--- src/rtl/voting_pkg.sv ---
// voting_pkg: shared FSM state type, default sizing and ballot helper
// for the voting session controller and its arbiter.
package voting_pkg;

  typedef enum logic [1:0] {
    IDLE,
    COLLECT,
    DECIDE,
    DONE
  } state_e;

  localparam int NUM_VOTERS_DEF = 4;
  localparam int NUM_CAND_DEF   = 3;
  localparam int CNT_W_DEF      = 8;

  // true when exactly one bit is set
  function automatic logic is_onehot(input logic [31:0] v);
    return (v != '0) && ((v & (v - 32'd1)) == '0);
  endfunction

endpackage

--- src/rtl/rr_arbiter.sv ---
// rr_arbiter: round-robin one-hot grant over N requesters.
// Search starts at the requester after the last accepted grant.
module rr_arbiter #(
  parameter int N = 4
) (
  input  logic         clk,
  input  logic         rst_n,
  input  logic [N-1:0] i_req,
  input  logic         i_accept,
  output logic [N-1:0] o_grant
);

  localparam int PW = (N > 1) ? $clog2(N) : 1;

  logic [PW-1:0] r_ptr;
  logic [PW-1:0] w_gidx;

  // scan from the pointer downward in priority so the closest wins
  always_comb begin
    o_grant = '0;
    w_gidx  = '0;
    for (int i = N - 1; i >= 0; i--) begin
      int j;
      logic [PW-1:0] k;
      j = int'(r_ptr) + i;
      if (j >= N) j = j - N;
      k = PW'(j);
      if (i_req[k]) begin
        o_grant    = '0;
        o_grant[k] = 1'b1;
        w_gidx     = k;
      end
    end
  end

  // move past the granted requester only when it was accepted
  always_ff @(posedge clk or negedge rst_n) begin
    if (!rst_n) begin
      r_ptr <= '0;
    end else if (i_accept) begin
      if (int'(w_gidx) == N - 1) r_ptr <= '0;
      else r_ptr <= w_gidx + 1'b1;
    end
  end

endmodule

--- src/rtl/voting_session_ctrl.sv ---
// voting_session_ctrl: ballot collection, saturating tallies, winner scan.
// VOTING_SESSION_COUNTS_EN exposes live tallies and a sticky sat_flag.
module voting_session_ctrl
  import voting_pkg::*;
#(
  parameter int NUM_VOTERS = NUM_VOTERS_DEF,
  parameter int NUM_CAND   = NUM_CAND_DEF,
  parameter int CNT_W      = CNT_W_DEF
) (
  input  logic                           clk,
  input  logic                           rst_n,
  input  logic                           start,
  input  logic                           close,
  input  logic [NUM_VOTERS-1:0]          ballot_valid,
  input  logic [NUM_VOTERS*NUM_CAND-1:0] ballot_cand,
  output logic [NUM_VOTERS-1:0]          ballot_ready,
  output logic                           busy,
  output logic                           result_valid,
  output logic [NUM_CAND-1:0]            winner,
  output logic                           tie,
  output logic                           no_votes
`ifdef VOTING_SESSION_COUNTS_EN
  ,
  output logic [NUM_CAND*CNT_W-1:0]      tally_out,
  output logic                           sat_flag
`endif
);

  localparam int CW = $clog2(NUM_CAND);
  localparam logic [CNT_W-1:0] MAXC = '1;

  state_e r_state;
  state_e w_next;

  logic [CNT_W-1:0]      r_tally [NUM_CAND];
  logic [NUM_VOTERS-1:0] r_voted;
  logic [NUM_VOTERS-1:0] w_req;
  logic [NUM_VOTERS-1:0] w_grant;
  logic [NUM_CAND-1:0]   w_sel;
  logic                  w_hs;
  logic                  w_count;
  logic                  w_open;
  logic                  w_last;
  logic [CNT_W-1:0]      w_cur;
  logic [CNT_W-1:0]      r_max;
  logic [CW-1:0]         r_idx;
  logic [CW-1:0]         r_best;
  logic                  r_tie;

  assign w_open = start && (r_state == IDLE || r_state == DONE);
  assign w_req  = (r_state == COLLECT) ? ballot_valid : '0;

  rr_arbiter #(.N(NUM_VOTERS)) u_arb (
    .clk      (clk),
    .rst_n    (rst_n),
    .i_req    (w_req),
    .i_accept (w_hs),
    .o_grant  (w_grant)
  );

  assign ballot_ready = w_grant;
  assign w_hs         = |w_grant;

  // pick the ballot of the granted voter
  always_comb begin
    w_sel = '0;
    for (int i = 0; i < NUM_VOTERS; i++)
      if (w_grant[i]) w_sel = ballot_cand[i*NUM_CAND +: NUM_CAND];
  end

  assign w_count = w_hs && ((w_grant & r_voted) == '0)
                   && is_onehot(32'(w_sel));
  assign w_cur   = r_tally[r_idx];
  assign w_last  = (r_idx == CW'(NUM_CAND - 1));

  // state register
  always_ff @(posedge clk or negedge rst_n) begin
    if (!rst_n) r_state <= IDLE;
    else r_state <= w_next;
  end

  // next-state decode
  always_comb begin
    w_next = r_state;
    unique case (r_state)
      IDLE:    if (start) w_next = COLLECT;
      COLLECT: if (close || (&r_voted)) w_next = DECIDE;
      DECIDE:  if (w_last) w_next = DONE;
      DONE:    if (start) w_next = COLLECT;
      default: w_next = IDLE;
    endcase
  end

  // tallies and voted mask; any handshake burns the voter's vote
  always_ff @(posedge clk or negedge rst_n) begin
    if (!rst_n) begin
      r_voted <= '0;
      for (int c = 0; c < NUM_CAND; c++) r_tally[c] <= '0;
    end else if (w_open) begin
      r_voted <= '0;
      for (int c = 0; c < NUM_CAND; c++) r_tally[c] <= '0;
    end else if (w_hs) begin
      r_voted <= r_voted | w_grant;
      if (w_count)
        for (int c = 0; c < NUM_CAND; c++)
          if (w_sel[c] && r_tally[c] != MAXC)
            r_tally[c] <= r_tally[c] + 1'b1;
    end
  end

  // one candidate per cycle; a later equal tally never displaces the best
  always_ff @(posedge clk or negedge rst_n) begin
    if (!rst_n) begin
      r_idx  <= '0;
      r_best <= '0;
      r_max  <= '0;
      r_tie  <= 1'b0;
    end else if (r_state == COLLECT) begin
      r_idx  <= '0;
      r_best <= '0;
      r_max  <= '0;
      r_tie  <= 1'b0;
    end else if (r_state == DECIDE) begin
      if (!w_last) r_idx <= r_idx + 1'b1;
      if (w_cur > r_max) begin
        r_max  <= w_cur;
        r_best <= r_idx;
        r_tie  <= 1'b0;
      end else if (w_cur == r_max && w_cur != '0) begin
        r_tie <= 1'b1;
      end
    end
  end

  assign busy         = (r_state == COLLECT) || (r_state == DECIDE);
  assign result_valid = (r_state == DONE);
  assign no_votes     = result_valid && (r_max == '0);
  assign tie          = result_valid && r_tie;
  assign winner       = (result_valid && r_max != '0)
                        ? ({{(NUM_CAND-1){1'b0}}, 1'b1} << r_best)
                        : '0;

`ifdef VOTING_SESSION_COUNTS_EN
  logic r_sat;
  logic w_any_max;

  // flag any tally sitting at its ceiling
  always_comb begin
    w_any_max = 1'b0;
    for (int c = 0; c < NUM_CAND; c++)
      if (r_tally[c] == MAXC) w_any_max = 1'b1;
  end

  // sticky per session
  always_ff @(posedge clk or negedge rst_n) begin
    if (!rst_n) r_sat <= 1'b0;
    else if (w_open) r_sat <= 1'b0;
    else if (w_any_max) r_sat <= 1'b1;
  end

  for (genvar g = 0; g < NUM_CAND; g++) begin : g_tal
    assign tally_out[g*CNT_W +: CNT_W] = r_tally[g];
  end
  assign sat_flag = r_sat;
`endif

endmodule
--- config.mk ---
export PLATFORM = sky130hd
export DESIGN_NAME = voting_session_ctrl
export DESIGN_NICKNAME = d
export VERILOG_FILES = /design/src/rtl/voting_pkg.sv /design/src/rtl/rr_arbiter.sv /design/src/rtl/voting_session_ctrl.sv
export SDC_FILE = /design/constraint.sdc
export NUM_CORES = 1
export LEC_CHECK = 0
export BUFFER_PORTS_ARGS = -buffer_cell sky130_fd_sc_hd__buf_2
export CORE_MARGIN = 8
export CORE_UTILIZATION = 55
export CTS_BUF_LIST = sky130_fd_sc_hd__clkbuf_4
export DETAILED_ROUTE_END_ITERATION = 8
export PLACE_DENSITY_LB_ADDON = 0.15
export SYNTH_ARGS = -nofsm -noshare
export SYNTH_HDL_FRONTEND = slang
export SYNTH_SLANG_ARGS = --single-unit
--- constraint.sdc ---
create_clock -name clk -period 7.5 [get_ports clk]
set_input_delay 1.5 -clock clk [delete_from_list [all_inputs] [get_ports clk]]
set_output_delay 1.5 -clock clk [all_outputs]
set_load 0.05 [all_outputs]
==> tab_implementation.tex, run 1 <==
\begin{tabular}{lr}
\hline
Metric & Value \\
\hline
\multicolumn{2}{l}{\textbf{Layout}} \\
Share of cells above drive strength 1 & between 10\% and 20\% \\
Synthesis-to-finish area growth & 6.04\% \\
Antenna diode instance count & 0 \\
Post-Layout Cell Count & 523 \\
Fillcell total & 586 \\
Fin nets & 488 \\
Final Instance Area & 3800 sq um \\
\multicolumn{2}{l}{\textbf{CTS}} \\
CTS Hold Buffers Added & 0 \\
Number of H-tree branching levels & 2 \\
Number of sinks handled by clock tree synthesis & 45 \\
Post-CTS repair timing setup buffer count & 0 \\
Clock latency on the worst-skew pair & $\sim$0.36 ns \\
CTS clock-pin slew for the worst setup and hold paths & 0.15 ns \\
Buffer levels on the longest clock path & 2 \\
CTS Buf Count & 5 \\
Clock root buffer & clkbuf\_4 \\
CTS tree & yes \\
Quantity of gates resized following cts & 0 \\
\multicolumn{2}{l}{\textbf{Place}} \\
IO buf count & 30 \\
Final weighted congestion of routability-driven global placement & 0.857 \\
Instance area at placement & 3720 sq um \\
Inst Count DP & 515 \\
DPL Wire Length & between 6000 and 7000 microns \\
\multicolumn{2}{l}{\textbf{Timing}} \\
Top achievable clock speed & around 190 MHz \\
Smallest hold slack & 0.524 ns \\
Final hold violation count & 0 \\
Post-route setup TNS & 0 ns \\
Unrepaired setup endpoints after global routing & no \\
Worst slew slack as a fraction of its limit & 24.0\% \\
Worst Tran Pin Value & 1.13 ns \\
Fin crit share & approximately 70\% \\
Min Tclk post-route & 5.26 ns \\
Setup violation total in the final timing report & 0 \\
Setup Skew & 0.0171 ns \\
Count of pins over their slew limit & 0 \\
\multicolumn{2}{l}{\textbf{Die}} \\
Die boundary width & between 90 and 100 microns \\
Die Footprint & 9350 sq um \\
Count of boundary I/O pins & 31 \\
Height of the die & 96.7 microns \\
Core Box Area & 6310 sq um \\
Initial core utilization & between 50\% and 60\% \\
Site Rows & 29 \\
\multicolumn{2}{l}{\textbf{Setup path}} \\
CP cell instances & inv\_1, ha\_1, nand2b\_1, o22ai\_1, a32oi\_2, a31oi\_2, buf\_2 \\
Critical Path Max Stage Delay & 0.85 ns \\
Worst-case register-to-register setup slack & 2.58 ns \\
Worst Path Required & 6.00 ns \\
Critical register-to-register path startpoint & u\_arb.r\_ptr[0]\$\_DFFE\_PN0P\_ \\
Setup Crit Path Kind & flop to primary output \\
Top cell family by delay on the critical path & compound AO/OA/AOI/OAI gates \\
Critical path's slowest cell & dfrtp\_1 \\
Endpoint class of the critical path & primary output \\
Worst flop-to-flop path endpoint & r\_tally[18]\$\_DFFE\_PN0P\_ \\
Worst path arrival time & 3.76 ns \\
Critical path buffer and inverter count & 2 \\
Logic depth of the worst register-to-register path & 11 \\
Type of origin of the critical path & flop \\
Worst-path fanout max & 18 \\
\multicolumn{2}{l}{\textbf{Global routing}} \\
All-layer global routing usage & 17.6\% \\
Antenna violations before repair & 0 \\
Overflow after GRT & 0 \\
Pin count of the biggest net entering global routing & 46 \\
First-pass GRT wire length & 14200 microns \\
Vias in the first global route & 2885 \\
\multicolumn{2}{l}{\textbf{Power}} \\
Leakage & 1.66 nW \\
PwrDens & 448 nW/um\^{}2 \\
Worst IR Drop VDD & 0.000397 V \\
\multicolumn{2}{l}{\textbf{Yosys}} \\
Number of library cell types mapped by synthesis & 66 \\
Main combinational cell family by area after synthesis & compound AO/OA/AOI/OAI gates \\
Compound-cell area share of the yosys netlist & 24.1\% \\
Most used flip-flop cell after synthesis & dfrtp\_1 \\
Post-synthesis sequential area ratio & a little under a third \\
Post-Syn Instances & 430 \\
Count of flip-flops with a built-in enable after synthesis & 0 \\
Post-synthesis register bit count & 45 \\
Synth Area in Simple Gates & 23.4\% \\
Synth Area per Inst & 8.33 sq um \\
Adder-Cell Fraction of Synth Area & under 10\% \\
Net Count, Synth & 473 \\
Netlist Area Pre-Place & 3580 sq um \\
Warnings from Yosys & 0 \\
Share of synthesized registers carrying an async set or reset & 100\% \\
Xor/xnor cell area share of the yosys netlist & less than 1\% \\
Multiplexer area fraction after synthesis & approximately 6\% \\
\multicolumn{2}{l}{\textbf{Hold path}} \\
Worst Hold Launch & r\_tie\$\_DFFE\_PN0P\_ \\
Instance count along the most critical hold path & 2 \\
Worst Hold Endpoint & r\_tie\$\_DFFE\_PN0P\_ \\
Kind of path behind the tightest hold check & flop to flop \\
\multicolumn{2}{l}{\textbf{Drt}} \\
Count of nets left with antenna violations after detail routing & 0 \\
Number of vias per cell after detailed routing & 6.16 \\
Count of routing violations after the opening detailed-route iteration & 230 \\
Via count of the routed design & 3223 \\
Total wirelength of the detailed-routed design & 8250 microns \\
Total DRC errors in the routed layout & 0 \\
Post-detailed-route wirelength per cell & around 16 microns \\
Pre-Repair DR Iteration Count & 5 \\
\multicolumn{2}{l}{\textbf{Status}} \\
Result of the run & completed \\
\multicolumn{2}{l}{\textbf{Job}} \\
Max-capacitance violation count & 0 \\
\hline
\end{tabular}
==> cell type report <==
type / instances / area [sq um] / area share [%]
clock buffers: 5 / 37.5 / 0.988
clock inverters: 3 / 41.3 / 1.09
inverters: 30 / 115 / 3.03
multi-input cells: 333 / 2230 / 58.8
flip-flops and latches: 45 / 1130 / 29.6
well taps: 77 / 96.3 / 2.54
repair buffers: 30 / 150 / 3.95
==> Yosys cell counts, types with 13 or more instances <==
| library cell | n | area share [%] |
|---|---|---|
| dfrtp_1 | 45 | 31 |
| nor2_1 | 44 | 4.6 |
| nand2_1 | 39 | 4.1 |
| a21oi_1 | 31 | 4.3 |
| inv_1 | 28 | 2.9 |
| o21ai_0 | 28 | 3.9 |
| ha_1 | 23 | 8.0 |
| nand3_1 | 15 | 2.1 |
| a31o_2 | 14 | 3.4 |
| mux2i_1 | 13 | 3.6 |
==> metrics by stage <==
step,util [%],power [mW],worst slack (ns)
6_report,60.2,1.70,2.24
3_3_place_gp,58.9,1.53,2.70
2_1_floorplan,-,1.35,2.96
3_5_place_dp,58.9,1.55,2.59
4_1_cts,60.2,1.70,2.32
5_1_grt,60.2,1.86,2.06
==> metal layers <==
metal  routed length [microns]  GRT usage, %
met3                       414          3.27
met2                      3820          26.9
met1                      3950          24.9
met5                         0             0
met4                        65          4.02
==> cell usage in the layout (no fill, tap or decap), types with 4 or more instances in the layout <==
| cell type | n |
|---|---|
| nor2b_1 | 7 |
| nand4_1 | 6 |
| clkbuf_4 | 5 |
| or3_1 | 4 |
| a31o_2 | 14 |
| nand3_1 | 15 |
| nor4_1 | 6 |
| buf_2 | 30 |
| nor2_1 | 44 |
| dfrtp_1 | 45 |
| o221ai_1 | 4 |
| o22ai_1 | 10 |
| o21a_1 | 4 |
| a211oi_1 | 4 |
| nand2b_1 | 4 |
| a21oi_1 | 31 |
| and3_1 | 10 |
| nand2_1 | 39 |
| ha_1 | 23 |
| and2_1 | 7 |
| inv_1 | 28 |
| o21ai_0 | 28 |
| mux2i_1 | 13 |
==> sequential cells by signal, indices dropped and copies added (netlist names) <==
signal       flops
r_max            8
r_tie            1
r_tally         24
r_best           2
r_idx            2
r_state          2
u_arb.r_ptr      2
r_voted          4
==> tightest hold or removal path, stage by stage (launching register included) <==
cell	delay, ns
dfrtp_1	0.37
nor2_1	0.05
nor2_1	0.09
==> where the power goes <==
group	internal (mW)	leakage (nW)	switching, mW
sequential	0.295	0.603	0.0805
clock	0.0691	0.0389	0.0817
combinational	0.407	1.02	0.769
==> kinds of logic after synthesis <==
logic type               Yosys count
AND/OR/NAND/NOR                  164
AO/OA/AOI/OAI                    125
buffers and inverters             52
flip-flops                        45
adder cells (fa/ha/maj)           23
multiplexers                      18
XOR/XNOR                           3
==> how the worst max path moves through the flow <==
stage	startpoint	endpoint	slack, ns	depth (start not counted)
CTS	u_arb.r_ptr[0]$_DFFE_PN0P_	ballot_ready[2]	2.32	7
floorplan	ballot_valid[2]	r_tally[15]$_DFFE_PN0P_	2.96	11
finish	u_arb.r_ptr[0]$_DFFE_PN0P_	ballot_ready[2]	2.24	7
detailed placement	ballot_valid[2]	r_tally[20]$_DFFE_PN0P_	2.59	10
global placement	ballot_valid[2]	r_tally[18]$_DFFE_PN0P_	2.70	10
global route	u_arb.r_ptr[0]$_DFFE_PN0P_	ballot_ready[2]	2.06	7
Note: power is estimated with default switching activity, not from simulation.
==> run 2: changes to the inputs <==
==> constraint.sdc (replaced) <==
create_clock -name clk -period 4.5 [get_ports clk]
set_input_delay 0.9 -clock clk [delete_from_list [all_inputs] [get_ports clk]]
set_output_delay 0.9 -clock clk [all_outputs]
set_load 0.05 [all_outputs]
==> run 2 against run 1 <==
Clock power is 23% higher. Global-route usage about the same. Non-clock buffer count increased by 6. Clock-buffer cell count did not move. Sequential share of layout area fell by 0.13 points. First-iteration DRC count is 29% lower. Final cell count up 1.1%. Critical path depth rose by 4. Highest routed layer unchanged.
==> tab_implementation.tex, run 2 (same netlist as run 1, synthesis figures left out) <==
\begin{tabular}{lr}
\hline
Metric & Value \\
\hline
\multicolumn{2}{l}{\textbf{Timing}} \\
Unrepaired setup endpoints after global routing & no (unchanged) \\
Fin crit share & roughly 90\% \\
Setup violation total in the final timing report & 0 (unchanged) \\
Worst Tran Pin Value & 1.02 ns (was 1.13 ns) \\
Post-route setup TNS & 0 ns (unchanged) \\
Worst slew slack as a fraction of its limit & 31.8\% (was 24.0\%) \\
Smallest hold slack & 0.526 ns (was 0.524 ns) \\
Top achievable clock speed & 249 MHz \\
Min Tclk post-route & 4.01 ns \\
Setup Skew & 0.0162 ns (was 0.0171 ns) \\
Count of pins over their slew limit & 0 (unchanged) \\
Final hold violation count & 0 (unchanged) \\
Final worst-path setup slack & 0.490 ns (was 2.24 ns) \\
\multicolumn{2}{l}{\textbf{Hold path}} \\
Instance count along the most critical hold path & 2 (unchanged) \\
Worst Hold Endpoint & r\_tie\$\_DFFE\_PN0P\_ (unchanged) \\
Worst Hold Launch & r\_tie\$\_DFFE\_PN0P\_ (unchanged) \\
Kind of path behind the tightest hold check & flop to flop (unchanged) \\
\multicolumn{2}{l}{\textbf{Layout}} \\
Total area of multi-input combinational cells & 2230 sq um (unchanged) \\
Area taken by flip-flops and latches & 1130 sq um (unchanged) \\
Final Instance Area & 3820 sq um (was 3800 sq um) \\
Fin nets & 494 (was 488) \\
Largest registers & r\_tally x24, r\_max x8, r\_voted x4 (unchanged) \\
Leading cell type in the layout, fill and taps excluded & dfrtp\_1 (unchanged) \\
Final Core Density & 60.4\% (was 60.2\%) \\
Fillcell total & 585 (was 586) \\
Post-Layout Cell Count & 529 (was 523) \\
Antenna diode instance count & 0 (unchanged) \\
Commonest cells after routing, fill and taps aside & dfrtp\_1 (45), nor2\_1 (44), nand2\_1 (39) (unchanged) \\
Share of cells above drive strength 1 & 16.6\% (was 15.7\%) \\
Synthesis-to-finish area growth & 6.49\% (was 6.04\%) \\
Largest register FFs & 24 (unchanged) \\
Register with the most flip-flops & r\_tally (unchanged) \\
\multicolumn{2}{l}{\textbf{Setup path}} \\
Worst-case register-to-register setup slack & 0.49 ns (was 2.58 ns) \\
Type of origin of the critical path & flop (unchanged) \\
Worst-path fanout max & 14 (was 18) \\
Worst flop-to-flop path endpoint & r\_tally[4]\$\_DFFE\_PN0P\_ (was r\_tally[18]\$\_DFFE\_PN0P\_) \\
Logic depth of the worst register-to-register path & 11 (unchanged) \\
Worst path arrival time & 4.27 ns (was 3.76 ns) \\
Worst Path Required & 4.76 ns (was 6.00 ns) \\
Endpoint class of the critical path & flop (was primary output) \\
Critical register-to-register path startpoint & u\_arb.r\_ptr[0]\$\_DFFE\_PN0P\_ (unchanged) \\
Setup Crit Path Kind & flop to flop (was flop to primary output) \\
\multicolumn{2}{l}{\textbf{Global routing}} \\
Pin count of the biggest net entering global routing & 46 (unchanged) \\
First-pass GRT wire length & 14300 microns (was 14200 microns) \\
Overflow after GRT & 0 (unchanged) \\
Antenna violations before repair & 0 (unchanged) \\
Vias in the first global route & 3077 (was 2885) \\
All-layer global routing usage & 17.6\% (about the same) \\
\multicolumn{2}{l}{\textbf{Drt}} \\
Count of nets left with antenna violations after detail routing & 0 (unchanged) \\
Number of vias per cell after detailed routing & 6.15 (was 6.16) \\
Total DRC errors in the routed layout & 0 (unchanged) \\
Count of routing violations after the opening detailed-route iteration & 164 (was 230) \\
Pre-Repair DR Iteration Count & 5 (unchanged) \\
Post-detailed-route wirelength per cell & 16.0 microns (was 15.8 microns) \\
Via count of the routed design & 3251 (was 3223) \\
Total wirelength of the detailed-routed design & 8440 microns (was 8250 microns) \\
\multicolumn{2}{l}{\textbf{Die}} \\
Core Box Area & 6310 sq um (unchanged) \\
Count of boundary I/O pins & 31 (unchanged) \\
Die boundary width & 96.7 microns (unchanged) \\
Die Footprint & 9350 sq um (unchanged) \\
Height of the die & 96.7 microns (unchanged) \\
Initial core utilization & 56.8\% (unchanged) \\
Site Rows & 29 (unchanged) \\
\multicolumn{2}{l}{\textbf{CTS}} \\
Number of sinks handled by clock tree synthesis & 45 (unchanged) \\
CTS clock-pin slew for the worst setup and hold paths & 0.14 ns (was 0.15 ns) \\
Number of H-tree branching levels & 2 (unchanged) \\
Quantity of gates resized following cts & 0 (unchanged) \\
Post-CTS repair timing setup buffer count & 0 (unchanged) \\
CTS Hold Buffers Added & 0 (unchanged) \\
CTS Buf Count & 5 (unchanged) \\
Clock latency on the worst-skew pair & 0.36 ns (about the same) \\
Buffer levels on the longest clock path & 2 (unchanged) \\
CTS tree & yes (unchanged) \\
Clock root buffer & clkbuf\_4 (unchanged) \\
\multicolumn{2}{l}{\textbf{Place}} \\
Inst Count DP & 521 (was 515) \\
IO buf count & 30 (unchanged) \\
Pre-CTS setup slack & 0.390 ns (was 2.59 ns) \\
Instance area at placement & 3770 sq um (was 3720 sq um) \\
DPL Wire Length & 6350 microns (was 6100 microns) \\
Final weighted congestion of routability-driven global placement & 0.865 (was 0.857) \\
\multicolumn{2}{l}{\textbf{Power}} \\
Worst IR Drop VDD & 0.000742 V (was 0.000397 V) \\
Post-layout power & 2.86 mW (was 1.70 mW) \\
PwrDens & 748 nW/um\^{}2 (was 448 nW/um\^{}2) \\
Leakage & 1.68 nW (was 1.66 nW) \\
\multicolumn{2}{l}{\textbf{Status}} \\
Result of the run & completed (unchanged) \\
\multicolumn{2}{l}{\textbf{Job}} \\
Max-capacitance violation count & 0 (unchanged) \\
\hline
\end{tabular}
run 2: power breakdown:
group	switching [mW]	internal, mW	leakage (nW)
Combinational	1.35	0.729	1.05
Sequential	0.0946	0.493	0.603
Clock	0.129	0.0568	0.0300
run 2: how the worst max path moves through the flow:
stage	from	endpoint	slack [ns]	cells after the start
2_1_floorplan	u_arb.r_ptr[0]$_DFFE_PN0P_	r_tally[15]$_DFFE_PN0P_	0.40	15
3_3_place_gp	ballot_valid[2]	r_tally[13]$_DFFE_PN0P_	0.51	10
3_5_place_dp	ballot_valid[0]	r_tally[13]$_DFFE_PN0P_	0.39	10
4_1_cts	u_arb.r_ptr[0]$_DFFE_PN0P_	r_tally[13]$_DFFE_PN0P_	0.55	11
5_1_grt	u_arb.r_ptr[0]$_DFFE_PN0P_	r_tally[3]$_DFFE_PN0P_	0.21	11
6_report	u_arb.r_ptr[0]$_DFFE_PN0P_	r_tally[4]$_DFFE_PN0P_	0.49	11
run 2: critical path, stage by stage, from the launching register on:
cell and delay (ns):
dfrtp_1 0.39, inv_1 0.19, ha_1 0.38, nand2b_1 0.23, o22ai_1 0.44, a32oi_2 0.12, a31oi_2 0.56, nor2_1 0.16
a211oi_1 0.47, and4bb_1 0.61, a21oi_1 0.14, a31o_2 0.23
run 2: routing by layer:
metal / up-vias / share of wire (%) / GRT usage (%)
met3: 6 / 5.5 / 3.63
met4: 0 / 0.71 / 3.91
met5: - / 0 / 0
met1: 1548 / 46 / 23.4
met2: 76 / 48 / 28.3
li1: 1621 / - / -
run 2: final cells by class:
class | instances | share of cell area (%)
Multi-Input combinational cell | 333 | 58.5
Sequential cell | 45 | 29.5
Timing Repair Buffer | 36 | 5.11
Inverter | 30 | 3.02
Tap cell | 77 | 2.52
Clock buffer | 5 | 0.984
Clock inverter | 3 | 0.328
==> run 3: changes to the inputs <==
--- a/config.mk
+++ b/config.mk
@@ -6,8 +6,10 @@
 export NUM_CORES = 1
 export LEC_CHECK = 0
 export BUFFER_PORTS_ARGS = -buffer_cell sky130_fd_sc_hd__buf_2
+export CELL_PAD_IN_SITES_DETAIL_PLACEMENT = 1
+export CELL_PAD_IN_SITES_GLOBAL_PLACEMENT = 1
 export CORE_MARGIN = 8
-export CORE_UTILIZATION = 55
+export CORE_UTILIZATION = 43
 export CTS_BUF_LIST = sky130_fd_sc_hd__clkbuf_4
 export DETAILED_ROUTE_END_ITERATION = 8
 export PLACE_DENSITY_LB_ADDON = 0.15
==> run 3 against run 2 <==
Largest power group unchanged. Highest routed layer unchanged. Die area increased by 23%. Sequential power is 1% higher. First-iteration DRC count increased by 7.3%. Register-to-register slack about the same. Fmax fell by 0.25%. Final cell count grew 5.7%. Routed wire length up 15%. Hold slack improved by 0.0052 ns. Design area is 1.4% higher. Sequential cell count unchanged. Global-route usage shrank 0.12 points. Via count decreased by 0.25%.
==> tab_implementation.tex, run 3 (same netlist as run 1, synthesis figures left out) <==
\begin{tabular}{lr}
\hline
Metric & Value \\
\hline
\multicolumn{2}{l}{\textbf{Status}} \\
Result of the run & completed (unchanged) \\
\multicolumn{2}{l}{\textbf{Timing}} \\
Final hold violation count & 0 (unchanged) \\
Fin crit share & 89.3\% (was 89.1\%) \\
Setup violation total in the final timing report & 0 (unchanged) \\
Count of pins over their slew limit & 0 (unchanged) \\
Setup Skew & 0.0216 ns (was 0.0162 ns) \\
Unrepaired setup endpoints after global routing & no (unchanged) \\
Worst Tran Pin Value & 1.06 ns (was 1.02 ns) \\
Min Tclk post-route & 4.02 ns (was 4.01 ns) \\
Top achievable clock speed & 249 MHz (about the same) \\
Worst slew slack as a fraction of its limit & 29.4\% (was 31.8\%) \\
Post-route setup TNS & 0 ns (unchanged) \\
\multicolumn{2}{l}{\textbf{Setup path}} \\
Type of origin of the critical path & flop (unchanged) \\
Worst-path fanout max & 11 (was 14) \\
Setup Crit Path Kind & flop to flop (unchanged) \\
Worst path arrival time & 4.30 ns (was 4.27 ns) \\
Worst Path Required & 4.78 ns (was 4.76 ns) \\
Endpoint class of the critical path & flop (unchanged) \\
\multicolumn{2}{l}{\textbf{CTS}} \\
Clock root buffer & clkbuf\_4 (unchanged) \\
CTS clock-pin slew for the worst setup and hold paths & 0.15 ns (was 0.14 ns) \\
Clock latency on the worst-skew pair & 0.37 ns (was 0.36 ns) \\
CTS Buf Count & 5 (unchanged) \\
Post-CTS repair timing setup buffer count & 0 (unchanged) \\
Buffer levels on the longest clock path & 2 (unchanged) \\
Number of H-tree branching levels & 2 (unchanged) \\
Number of sinks handled by clock tree synthesis & 45 (unchanged) \\
CTS tree & yes (unchanged) \\
Quantity of gates resized following cts & 0 (unchanged) \\
CTS Hold Buffers Added & 0 (unchanged) \\
\multicolumn{2}{l}{\textbf{Layout}} \\
Largest register FFs & 24 (unchanged) \\
Antenna diode instance count & 0 (unchanged) \\
Commonest cells after routing, fill and taps aside & dfrtp\_1 (45), nor2\_1 (44), nand2\_1 (39) (unchanged) \\
Leading cell type in the layout, fill and taps excluded & dfrtp\_1 (unchanged) \\
Largest registers & r\_tally x24, r\_max x8, r\_voted x4 (unchanged) \\
Synthesis-to-finish area growth & 8.03\% (was 6.49\%) \\
Share of cells above drive strength 1 & 17.2\% (was 16.6\%) \\
Fin nets & 496 (was 494) \\
Fillcell total & 1012 (was 585) \\
Register with the most flip-flops & r\_tally (unchanged) \\
\multicolumn{2}{l}{\textbf{Drt}} \\
Pre-Repair DR Iteration Count & 4 (was 5) \\
Number of vias per cell after detailed routing & 5.80 (was 6.15) \\
Count of routing violations after the opening detailed-route iteration & 176 (was 164) \\
Via count of the routed design & 3243 (was 3251) \\
Count of nets left with antenna violations after detail routing & 0 (unchanged) \\
Total wirelength of the detailed-routed design & 9680 microns (was 8440 microns) \\
Post-detailed-route wirelength per cell & 17.3 microns (was 16.0 microns) \\
Total DRC errors in the routed layout & 0 (unchanged) \\
\multicolumn{2}{l}{\textbf{Power}} \\
Worst IR Drop VDD & 0.000440 V (was 0.000742 V) \\
Leakage & 1.69 nW (was 1.68 nW) \\
PwrDens & 756 nW/um\^{}2 (was 748 nW/um\^{}2) \\
Post-layout power & 2.93 mW (was 2.86 mW) \\
\multicolumn{2}{l}{\textbf{Die}} \\
Core Box Area & 8130 sq um (was 6310 sq um) \\
Initial core utilization & 44.1\% (was 56.8\%) \\
Die Footprint & 11500 sq um (was 9350 sq um) \\
Site Rows & 33 (was 29) \\
Count of boundary I/O pins & 31 (unchanged) \\
Height of the die & 107 microns (was 96.7 microns) \\
Die boundary width & 107 microns (was 96.7 microns) \\
\multicolumn{2}{l}{\textbf{Global routing}} \\
Pin count of the biggest net entering global routing & 46 (unchanged) \\
All-layer global routing usage & 17.4\% (was 17.6\%) \\
First-pass GRT wire length & 16400 microns (was 14300 microns) \\
Vias in the first global route & 3275 (was 3077) \\
Antenna violations before repair & 0 (unchanged) \\
Overflow after GRT & 0 (unchanged) \\
\multicolumn{2}{l}{\textbf{Hold path}} \\
Kind of path behind the tightest hold check & flop to flop (unchanged) \\
\multicolumn{2}{l}{\textbf{Place}} \\
Final weighted congestion of routability-driven global placement & 0.843 (was 0.865) \\
DPL Wire Length & 7340 microns (was 6350 microns) \\
IO buf count & 30 (unchanged) \\
\multicolumn{2}{l}{\textbf{Job}} \\
Max-capacitance violation count & 0 (unchanged) \\
\hline
\end{tabular}
[run 3: cell types whose count changed in the layout (fill, tap and decap cells not counted), sizes merged]
cell	previous run	this run
buf	36	38
[run 3: metal layers]
metal  wire length, microns  up-vias  track usage (%)
met2                   4460       36             27.4
met1                   4880     1586             24.6
met3                    265        9             2.75
li1                       -     1612                -
met4                     81        0             3.52
met5                      0        -                0
[run 3: cell type report]
| type | count | area [sq um] | share of cell area, % |
|---|---|---|---|
| clock inverter | 3 | 17.5 | 0.452 |
| sequential | 45 | 1130 | 29.1 |
| multi-input combinational | 333 | 2230 | 57.7 |
| inverter | 30 | 115 | 2.97 |
| clock buffer | 5 | 37.5 | 0.970 |
| timing repair buffer | 38 | 210 | 5.43 |
| tap | 105 | 131 | 3.39 |
[run 3: metrics by stage]
step	hold slack, ns	cells	setup WS, ns	util (%)	cell area [sq um]
finish	0.531	559	0.480	47.6	3870
global route	0.590	559	0.242	47.6	3870
CTS	0.548	559	0.526	47.6	3870
detailed placement	0.514	551	0.341	46.9	3820
global placement	0.494	551	0.501	46.9	3820
floorplan	0.473	430	0.400	-	3580
[run 3: critical path, stage by stage (launching register included)]
cell and delay [ns]:
dfrtp_1 0.40, inv_1 0.20, ha_1 0.39, nand2b_1 0.24, o22a_1 0.31, a311oi_2 0.43
a21o_4 0.22, inv_4 0.06, a221oi_2 0.32, nand4_1 0.18, or4b_1 0.67, or3_1 0.38
a21oi_1 0.14
[run 3: final timing paths]
| path | start | to | slack [ns] | cells after the start |
|---|---|---|---|---|
| worst min-delay path | r_tie$_DFFE_PN0P_ | r_tie$_DFFE_PN0P_ | 0.53 | 2 |
| min in group asynchronous | rst_n | r_best[0]$_DFFE_PN0P_ | 0.70 | 1 |
| worst min register to register | r_tie$_DFFE_PN0P_ | r_tie$_DFFE_PN0P_ | 0.53 | 2 |
| worst max-delay path | u_arb.r_ptr[0]$_DFFE_PN0P_ | r_tally[13]$_DFFE_PN0P_ | 0.48 | 12 |
| worst max register to register | u_arb.r_ptr[0]$_DFFE_PN0P_ | r_tally[13]$_DFFE_PN0P_ | 0.48 | 12 |
| max in group asynchronous | rst_n | r_tally[13]$_DFFE_PN0P_ | 3.15 | 1 |
[run 3: where the power goes]
group	total [mW]	internal, mW	switching, mW	leakage, nW
sequential	0.595	0.493	0.103	0.603
combinational	2.13	0.744	1.39	1.06
clock	0.202	0.0595	0.142	0.0326
total	2.93	1.30	1.63	1.69
